[config.mk]
export PLATFORM = sky130hd
export DESIGN_NAME = ahb_cfg_slave
export DESIGN_NICKNAME = d
export VERILOG_FILES = /design/src/rtl/ahb_cfg_slave.sv
export SDC_FILE = /design/constraint.sdc
export NUM_CORES = 1
export LEC_CHECK = 0
export CAP_MARGIN = 30
export CORE_MARGIN = 2
export CORE_UTILIZATION = 27
export CTS_BUF_LIST = sky130_fd_sc_hd__clkbuf_16
export CTS_CLUSTER_DIAMETER = 100
export DETAILED_ROUTE_END_ITERATION = 12
export GPL_TIMING_DRIVEN = 0
export PLACE_DENSITY = 0.56
export SYNTH_ARGS = -nofsm -noshare
export SYNTH_HDL_FRONTEND = slang
export SYNTH_SLANG_ARGS = --single-unit
[constraint.sdc]
create_clock -name ahb_hclk -period 2.65 [get_ports ahb_hclk]
set_clock_uncertainty 0.05 [all_clocks]
set_input_delay 0.265 -clock ahb_hclk [delete_from_list [all_inputs] [get_ports ahb_hclk]]
set_output_delay 0.265 -clock ahb_hclk [all_outputs]
set_load 0.03 [all_outputs]
[src/rtl/ahb_cfg_slave.sv]
// Purpose : AHB-Lite slave exposing a word-addressed CTRL/STATUS/CFG register bank.
// Latency : OKAY data phase = WAIT_STATES hready-low cycles + 1; ERROR = 2 cycles.
// Backpr. : stalls the bus with hready=0 during wait/ERR1; pipelined accept in DONE/ERR2.
//
// Ports:
//   ahb_hclk, ahb_hresetn       clock, synchronous active-low reset
//   ahb_hsel/htrans/hburst/     address-phase controls (hburst ignored; every beat
//   hsize/hwrite/haddr          is decoded on its own)
//   ahb_hwdata                  write data, data phase
//   ahb_hready_in               bus-level ready (previous transfer completing)
//   ahb_hrdata/hready/hresp     slave data-phase response
//   status_in                   core status, visible at register index 1
//   cfg_flat                    all registers flattened, slot i = register i
//   start_pulse                 one-cycle strobe after a CTRL write with bit0 set
module ahb_cfg_slave #(
  parameter int BUSWIDTH    = 32,
  parameter int NUM_REGS    = 8,
  parameter int WAIT_STATES = 0,
  parameter int ADDR_W      = 8
) (
  input  logic                         ahb_hclk,
  input  logic                         ahb_hresetn,
  input  logic                         ahb_hsel,
  input  logic [1:0]                   ahb_htrans,
  input  logic [2:0]                   ahb_hburst,
  input  logic [2:0]                   ahb_hsize,
  input  logic                         ahb_hwrite,
  input  logic [BUSWIDTH-1:0]          ahb_haddr,
  input  logic [BUSWIDTH-1:0]          ahb_hwdata,
  input  logic                         ahb_hready_in,
  output logic [BUSWIDTH-1:0]          ahb_hrdata,
  output logic                         ahb_hready,
  output logic                         ahb_hresp,
  input  logic [BUSWIDTH-1:0]          status_in,
  output logic [NUM_REGS*BUSWIDTH-1:0] cfg_flat,
  output logic                         start_pulse
);

  localparam int IDX_W = ADDR_W - 2;

  typedef enum logic [2:0] {
    ST_IDLE,
    ST_WAIT,
    ST_DONE,
    ST_ERR1,
    ST_ERR2
  } state_e;

  state_e              state_q, state_d;
  logic [3:0]          cnt_q, cnt_d;
  logic                wr_q, wr_d;
  logic [IDX_W-1:0]    idx_q, idx_d;
  logic                start_q, start_d;
  logic [BUSWIDTH-1:0] regs_q [NUM_REGS];
  logic [BUSWIDTH-1:0] regs_d [NUM_REGS];

  logic             slave_rdy;
  logic             accept;
  logic             addr_err;
  logic [IDX_W-1:0] addr_idx;

  // Burst kind, the SEQ/NONSEQ distinction and the high address bits carry no
  // information for this slave: the external decoder already produced hsel.
  logic unused_bits;
  assign unused_bits = ^{ahb_hburst, ahb_htrans[0], ahb_haddr[BUSWIDTH-1:ADDR_W]};

  // The slave can take a new address phase only in cycles where it drives hready=1.
  assign slave_rdy = (state_q == ST_IDLE) || (state_q == ST_DONE) || (state_q == ST_ERR2);
  assign accept    = ahb_hsel && ahb_hready_in && ahb_htrans[1] && slave_rdy;
  assign addr_idx  = ahb_haddr[ADDR_W-1:2];

  // STATUS (index 1) is read-only, so a write there is rejected like a bad address.
  assign addr_err = (32'(addr_idx) >= NUM_REGS)
                 || (ahb_haddr[1:0] != 2'b00)
                 || (ahb_hsize != 3'b010)
                 || (ahb_hwrite && (32'(addr_idx) == 1));

  always_comb begin
    state_d = state_q;
    cnt_d   = cnt_q;
    wr_d    = wr_q;
    idx_d   = idx_q;
    start_d = 1'b0;
    regs_d  = regs_q;

    // Commit happens on the edge that closes DONE, so a read pipelined behind
    // this write in the same edge already sees the new value.
    if (state_q == ST_DONE && wr_q) begin
      for (int i = 0; i < NUM_REGS; i++) begin
        if (i != 1 && 32'(idx_q) == i) begin
          regs_d[i] = ahb_hwdata;
          if (i == 0) begin
            // CTRL bit0 is a command, not state: it fires the pulse and reads back 0.
            regs_d[0][0] = 1'b0;
            start_d      = ahb_hwdata[0];
          end
        end
      end
    end

    case (state_q)
      ST_WAIT: begin
        if (cnt_q <= 4'd1) begin
          state_d = ST_DONE;
        end else begin
          cnt_d = cnt_q - 4'd1;
        end
      end
      ST_ERR1: begin
        state_d = ST_ERR2;
      end
      default: begin
        if (accept) begin
          wr_d  = ahb_hwrite;
          idx_d = addr_idx;
          if (addr_err) begin
            state_d = ST_ERR1;
          end else if (WAIT_STATES == 0) begin
            state_d = ST_DONE;
          end else begin
            state_d = ST_WAIT;
            cnt_d   = 4'(WAIT_STATES);
          end
        end else begin
          state_d = ST_IDLE;
        end
      end
    endcase
  end

  always_ff @(posedge ahb_hclk) begin
    if (!ahb_hresetn) begin
      state_q <= ST_IDLE;
      cnt_q   <= '0;
      wr_q    <= 1'b0;
      idx_q   <= '0;
      start_q <= 1'b0;
      for (int i = 0; i < NUM_REGS; i++) begin
        regs_q[i] <= '0;
      end
    end else begin
      state_q <= state_d;
      cnt_q   <= cnt_d;
      wr_q    <= wr_d;
      idx_q   <= idx_d;
      start_q <= start_d;
      regs_q  <= regs_d;
    end
  end

  always_comb begin
    ahb_hrdata = '0;
    if (state_q == ST_DONE && !wr_q) begin
      for (int i = 0; i < NUM_REGS; i++) begin
        if (32'(idx_q) == i) begin
          ahb_hrdata = (i == 1) ? status_in : regs_q[i];
        end
      end
    end
  end

  always_comb begin
    cfg_flat = '0;
    for (int i = 0; i < NUM_REGS; i++) begin
      cfg_flat[i*BUSWIDTH +: BUSWIDTH] = (i == 1) ? status_in : regs_q[i];
    end
  end

  assign ahb_hready  = slave_rdy;
  assign ahb_hresp   = (state_q == ST_ERR1) || (state_q == ST_ERR2);
  assign start_pulse = start_q;

endmodule
==> impl_results.md, run 1 <==
* CTS buffer count at 28
* Row count at 75
* Clock network power share at 46.5%
* Flop pwr share at 42.9%
* Measured slew at the worst slew-check pin at 0.896 ns
* Synthesized instance count at about 1400
* Type of origin of the critical path: register
* HP Class: in -> reg
* # DRC at 0
* Worst path required time at 2.34 ns
* First-pass GRT wire length at 84.4 mm
* Synthesized Nets at 1554
* Area delta synth->final at 55.0%
* Initial antenna violation count at 1
* PwrDens at 466 nW/um^2
* Total GRT Usage at between 20 and 30%
* CTS Hold Bufs at 0
* Final Setup Violations at 30
* Die Width at 211 um
* Layout Nets at 1964
* Routed Antenna Nets at 0
* Drt wl/cell at 24.8 um
* Root Buffer: clkbuf_16
* Worst hold slack at 0.211 ns
* Peak supply drop at 0.000414 V
* DR pass1 iterations at 5
* CP endpoint kind: output pin
* Clock Pin Slew Worst Setup and Hold Paths at 0.06 ns
* Clk Latency, worst-skew pair at 0.54 ns
* Max-cap violations at 0
* Fin crit period at 2.88 ns
* Port Buffers at 369
* IO Pins at 400
* Number of flops mapped to enable cells by yosys at 0
* RSZ-0062 raised after global routing: true
* Setup TNS at -4.19 ns
* Vias at about 13000
* Core region area at 42100 sq um
* Number of synthesized register bits at 238
* Logic pwr share at 10.5%
* Most common cell after layout, fill and taps aside: nand2_1
* CTS Sinks at 238
* Crit share post-route at 109%
* Die Y at 211 um
* Vias in the first global route at 12313
* First DRT Iteration DRCs at around 1100
* Library cells used by synthesis at 56
* Setup ws final at -0.232 ns
* WL final at 59.9 mm
* Ys flop type: dfxtp_1
* N_diodes at 0
* Placer Congestion at 0.923
* Share of cells above drive strength 1 at 17.5%
* GR Overflow Total at 0
* Asr flop ratio synth at 0%
* Design area at roughly 18000 sq um
* Largest buffer count on any clock path at 3
* CP Class: reg -> out
* Syn Area/Cell at 8.03 sq um
* Max_slew headroom at 40.3%
* Largest net degree at the start of global routing at 14
* Crit path max fanout at 10
* Switching power of the nets at roughly 2.1 mW
* Internal at 6.22 mW
* Static leakage at 5.88 nW
* Total power at roughly 8.4 mW
* Failing checks: negative setup slack
* Post-DP HPWL at 44.2 mm
* H-tree depth at 1
* Synth Warn # at 0
* Top achievable clock speed at 0.347 GHz
* Commonest non-fill, non-tap cells in the layout: 457 x nand2_1, 337 x clkdlybuf4s50_1, 232 x dfxtp_1, 112 x a21boi_1, 111 x a21boi_0
* Arrival @ worst endpoint at 2.57 ns
* Dpl cell area at 16000 sq um
* Max-slew violations at 0
* Via density at approximately 5.2
* Outcome: finished with violations
* Synthesized cell area at 11600 sq um
* Register area share after synthesis at 41.1%
* DIE AREA at around 45000 sq um
* Switching Fraction at 25.7%
* CTS tree: built
* Fillcell total at about 4200
* Starting Density at 27.5%
* Final hold viol count at 0
-- power groups by stage --
stage / registers [mW] / clock network [mW] / logic [mW]
global route: 3.59 / 4.07 / 0.914
CTS: 3.59 / 3.92 / 0.855
global placement: 3.67 / 0 / 0.757
finish: 3.59 / 3.89 / 0.881
detailed placement: 3.67 / 0 / 0.763
floorplan: 3.67 / 0 / 0.346
-- per-stage QoR --
stage | worst slack (ns) | utilization (%) | std cells
detailed placement | -1.15 | 37.9 | 2353
finish | -0.232 | 42.6 | 2414
global placement | -1.18 | 37.9 | 2351
global route | -0.299 | 42.6 | 2414
floorplan | 0.125 | - | 1443
CTS | -0.200 | 42.2 | 2414
-- repair_timing --
action / 4_1_cts / 5_1_grt
setup endpoints to repair: 33 / 52
buffers inserted: 10 / 1
resized for setup: 435 / 48
gates cloned: 3 / 0
pin swaps: 31 / 12
-- kinds of logic after synthesis --
kind of cell	after synthesis	synth area share [%]
multiplexers	69	6.29
other	1	0.0324
XOR/XNOR	3	0.227
buffers and inverters	157	6.81
flip-flops	238	41.1
AO/OA/AOI/OAI	420	25.2
AND/OR/NAND/NOR	553	20.1
adder cells (fa/ha/maj)	2	0.216
-- final timing paths --
| path | from | end | slack [ns] | depth (start not counted) |
|---|---|---|---|---|
| max | idx_q[3] | ahb_hrdata[16] | -0.23 | 6 |
| min | ahb_hresetn | cfg_flat[150] | 0.21 | 2 |
| max reg2reg | idx_q[3] | cfg_flat[246] | 0.16 | 7 |
| min reg2reg | cfg_flat[74] | cfg_flat[74] | 0.42 | 2 |
-- sequential cells by signal, indices dropped and copies added, names as in the netlist --
register     flops
cfg_flat       223
cnt_q            4
idx_q            6
start_pulse      1
state_q          3
wr_q             1
-- synthesized netlist by cell type, drive strengths merged, types with 2 or more instances --
master / n / area (sq um)
nand2: 458 / 1720
dfxtp: 238 / 4760
a21boi: 223 / 1670
clkbuf: 85 / 319
buf: 69 / 459
o21ai: 61 / 305
mux2i: 38 / 380
nor3: 38 / 200
a21oi: 35 / 175
a211oi: 31 / 233
mux2: 31 / 349
o22ai: 31 / 194
o22a: 30 / 263
nor2b: 12 / 75.1
nor2: 6 / 22.5
nand3: 5 / 25.0
and2: 4 / 25.0
nor4: 4 / 37.5
or4: 4 / 30.0
inv: 3 / 11.3
nand2b: 3 / 18.8
and4b: 2 / 20.0
and4bb: 2 / 25.0
ha: 2 / 25.0
nand4bb: 2 / 22.5
nor3b: 2 / 15.0
nor4b: 2 / 17.5
or3b: 2 / 17.5
xnor2: 2 / 17.5
-- per-layer routing --
metal  wire length, um  track usage (%)
met5                 0                0
met1             24700             33.6
met3              5740             6.11
met4              2070             9.91
met2             27400             41.7
-- critical path, stage by stage, from the launching register on --
cell and delay [ns]:
dfxtp_4 0.36, or4_4 0.59, clkbuf_8 0.24, nor3_2 0.26, a21oi_4 0.09, a211oi_4 0.30
buf_6 0.18
-- area by class of cell --
class / instances / area, sq um / share of cell area [%]
Sequential cell: 238 / 4780 / 26.6
Buffer: 151 / 995 / 5.54
Inverter: 3 / 11.3 / 0.0627
Multi-Input combinational cell: 1048 / 6780 / 37.7
Tap cell: 539 / 674 / 3.76
Timing Repair Buffer: 383 / 3810 / 21.2
Clock inverter: 23 / 183 / 1.02
Clock buffer: 29 / 726 / 4.04
(Power assumes the default switching activity.)
==> inputs of run 2 (changes only) <==
--- a/config.mk
+++ b/config.mk
@@ -11,8 +11,9 @@
 export CTS_BUF_LIST = sky130_fd_sc_hd__clkbuf_16
 export CTS_CLUSTER_DIAMETER = 100
 export DETAILED_ROUTE_END_ITERATION = 12
+export DONT_BUFFER_PORTS = 1
 export GPL_TIMING_DRIVEN = 0
-export PLACE_DENSITY = 0.56
+export PLACE_DENSITY = 0.44
 export SYNTH_ARGS = -nofsm -noshare
 export SYNTH_HDL_FRONTEND = slang
 export SYNTH_SLANG_ARGS = --single-unit
==> run 2 against run 1 <==
The flow still finishes with violations (negative setup slack). Design area down 17%. Cell count down 12%. Largest cell class unchanged. Register-to-register slack worse by 0.07 ns. Routed wire length up 2.5%. Core utilization down 7.2 points. Total power down 0.75%. Highest routed layer is now met5. Sequential cell count unchanged.
==> impl_results.md, run 2 (synthesized netlist as in run 1, its figures left out) <==
* Top achievable clock speed at roughly 0.33 GHz
* Area delta synth->final at 28.7%
* Initial antenna violation count at 4
* Vias at 11411
* Total GRT Usage at 26.6%
* # DRC at 0
* Setup ws final at -0.366 ns
* First-pass GRT wire length at 84.6 mm
* HP Class: in -> reg
* Arrival @ worst endpoint at roughly 2.7 ns
* Peak supply drop at roughly 0.00046 V
* Final hold viol count at 0
* CTS Sinks at 238
* DP Cell Count at 2010
* Min-Delay Path Depth at 4
* H-tree depth at 1
* Final Setup Violations at 30
* IO Pins at 400
* Layout Nets at 1674
* DR pass1 iterations at 6
* Die Width at about 210 um
* Most common cell after layout, fill and taps aside: nand2_1
* Core region area at 42100 sq um
* Starting Density at 27.5%
* Static leakage at 4.92 nW
* CTS tree: built
* Drt wl/cell at about 29 um
* Total power at 8.30 mW
* Crit share post-route at 114%
* Worst hold slack at 0.00157 ns
* Via density at 5.36
* Crit path max fanout at 5
* Worst r2r path cells at 6
* CTS buffer count at 31
* Setup TNS at -8.07 ns
* Clk Latency, worst-skew pair at 0.60 ns
* Max_slew headroom at 38.4%
* Routed Antenna Nets at 0
* Failing checks: negative setup slack
* Vias in the first global route at 11125
* CP endpoint kind: output pin
* Max-cap violations at 0
* Worst path required time at ~2.3 ns
* Type of origin of the critical path: register
* RSZ-0062 raised after global routing: true
* PwrDens at 557 nW/um^2
* DIE AREA at 44600 sq um
* WL final at 61.4 mm
* Max-slew violations at 0
* Measured slew at the worst slew-check pin at 0.924 ns
* Fin crit period at about 3 ns
* GR Overflow Total at 0
* Clock Pin Slew Worst Setup and Hold Paths at 0.06 ns
* CP Class: reg -> out
* Largest net degree at the start of global routing at 16
* Port Buffers at 0
* Largest register FFs at 223
* Root Buffer: clkbuf_16
* Largest buffer count on any clock path at 3
* Outcome: finished with violations
* Post-DP HPWL at between 40 and 50 mm
* Share of cells above drive strength 1 at roughly 21%
* First DRT Iteration DRCs at 873
* Placer Congestion at ~0.88
* Commonest non-fill, non-tap cells in the layout: 457 x nand2_1, 231 x dfxtp_1, 112 x a21boi_1, 111 x a21boi_0, 73 x buf_4
* Row count at 75
* Die Y at 211 um
* Post-route insts no fill at between 2000 and 2500
[run 2: cell types whose count changed in the layout (fill, tap and decap cells not counted), moves of 5 or more]
cell             change
buf_6                -9
nor3_4              -10
buf_4                +5
clkinv_1             -5
clkdlybuf4s50_1    -337
dlygate4sd3_1       +41
nor3_1              +10
[run 2: layer usage]
layer	track usage, %	wire length [um]	part of all wire (%)
met1	33.4	25300	41
met2	43.2	28100	46
met3	8.53	6000	9.8
met4	8.50	2020	3.3
met5	0	13	0.021
[run 2: final timing paths]
check	start	to	slack, ns
min reg2reg	cnt_q[1]	cnt_q[1]	0.49
max reg2reg	idx_q[3]	cfg_flat[92]	0.09
max	idx_q[5]	ahb_hrdata[29]	-0.37
min	ahb_haddr[0]	state_q[0]	0.002
[run 2: where the power goes]
group	leakage [nW]	internal [mW]	switching, mW	total [mW]
registers	1.92	3.58	0.0133	3.60
logic	2.51	0.276	0.483	0.759
clock network	0.481	2.20	1.74	3.94
total	4.92	6.06	2.24	8.30
[run 2: timing repair]
item / in CTS / in global routing
pin swaps: 31 / 12
hold endpoints to repair: 232 / 0
endpoints found under the setup margin: 33 / 74
resized for setup: 186 / 69
hold buffers: 41 / 0
gates cloned: 2 / 1
buffers inserted: 15 / 4
[run 2: worst max-delay path, stage by stage (launching register included)]
cell and delay, ns:
dfxtp_4 0.35, or4_4 0.62, nor2_4 0.19, buf_12 0.15
buf_12 0.13, buf_12 0.11, a21oi_2 0.05, a211oi_2 0.28
buf_4 0.22
[run 2: layout make-up]
cell class	count	area (sq um)
antenna	3	7.51
buffer	151	1020
clock buffer	31	776
clock inverter	24	143
fill	4377	27200
inverter	3	11.3
multi-input combinational	1048	6630
sequential	238	4780
tap	539	674
timing repair buffer	90	871
[run 2: through the flow]
| stage | worst slack [ns] | area, sq um | utilization (%) |
|---|---|---|---|
| 2_1_floorplan | 0.125 | 11600 | - |
| 3_3_place_gp | -1.32 | 12300 | 29.1 |
| 3_5_place_dp | -0.769 | 12500 | 29.6 |
| 4_1_cts | -0.336 | 14600 | 34.7 |
| 5_1_grt | -0.390 | 14900 | 35.4 |
| 6_report | -0.366 | 14900 | 35.4 |
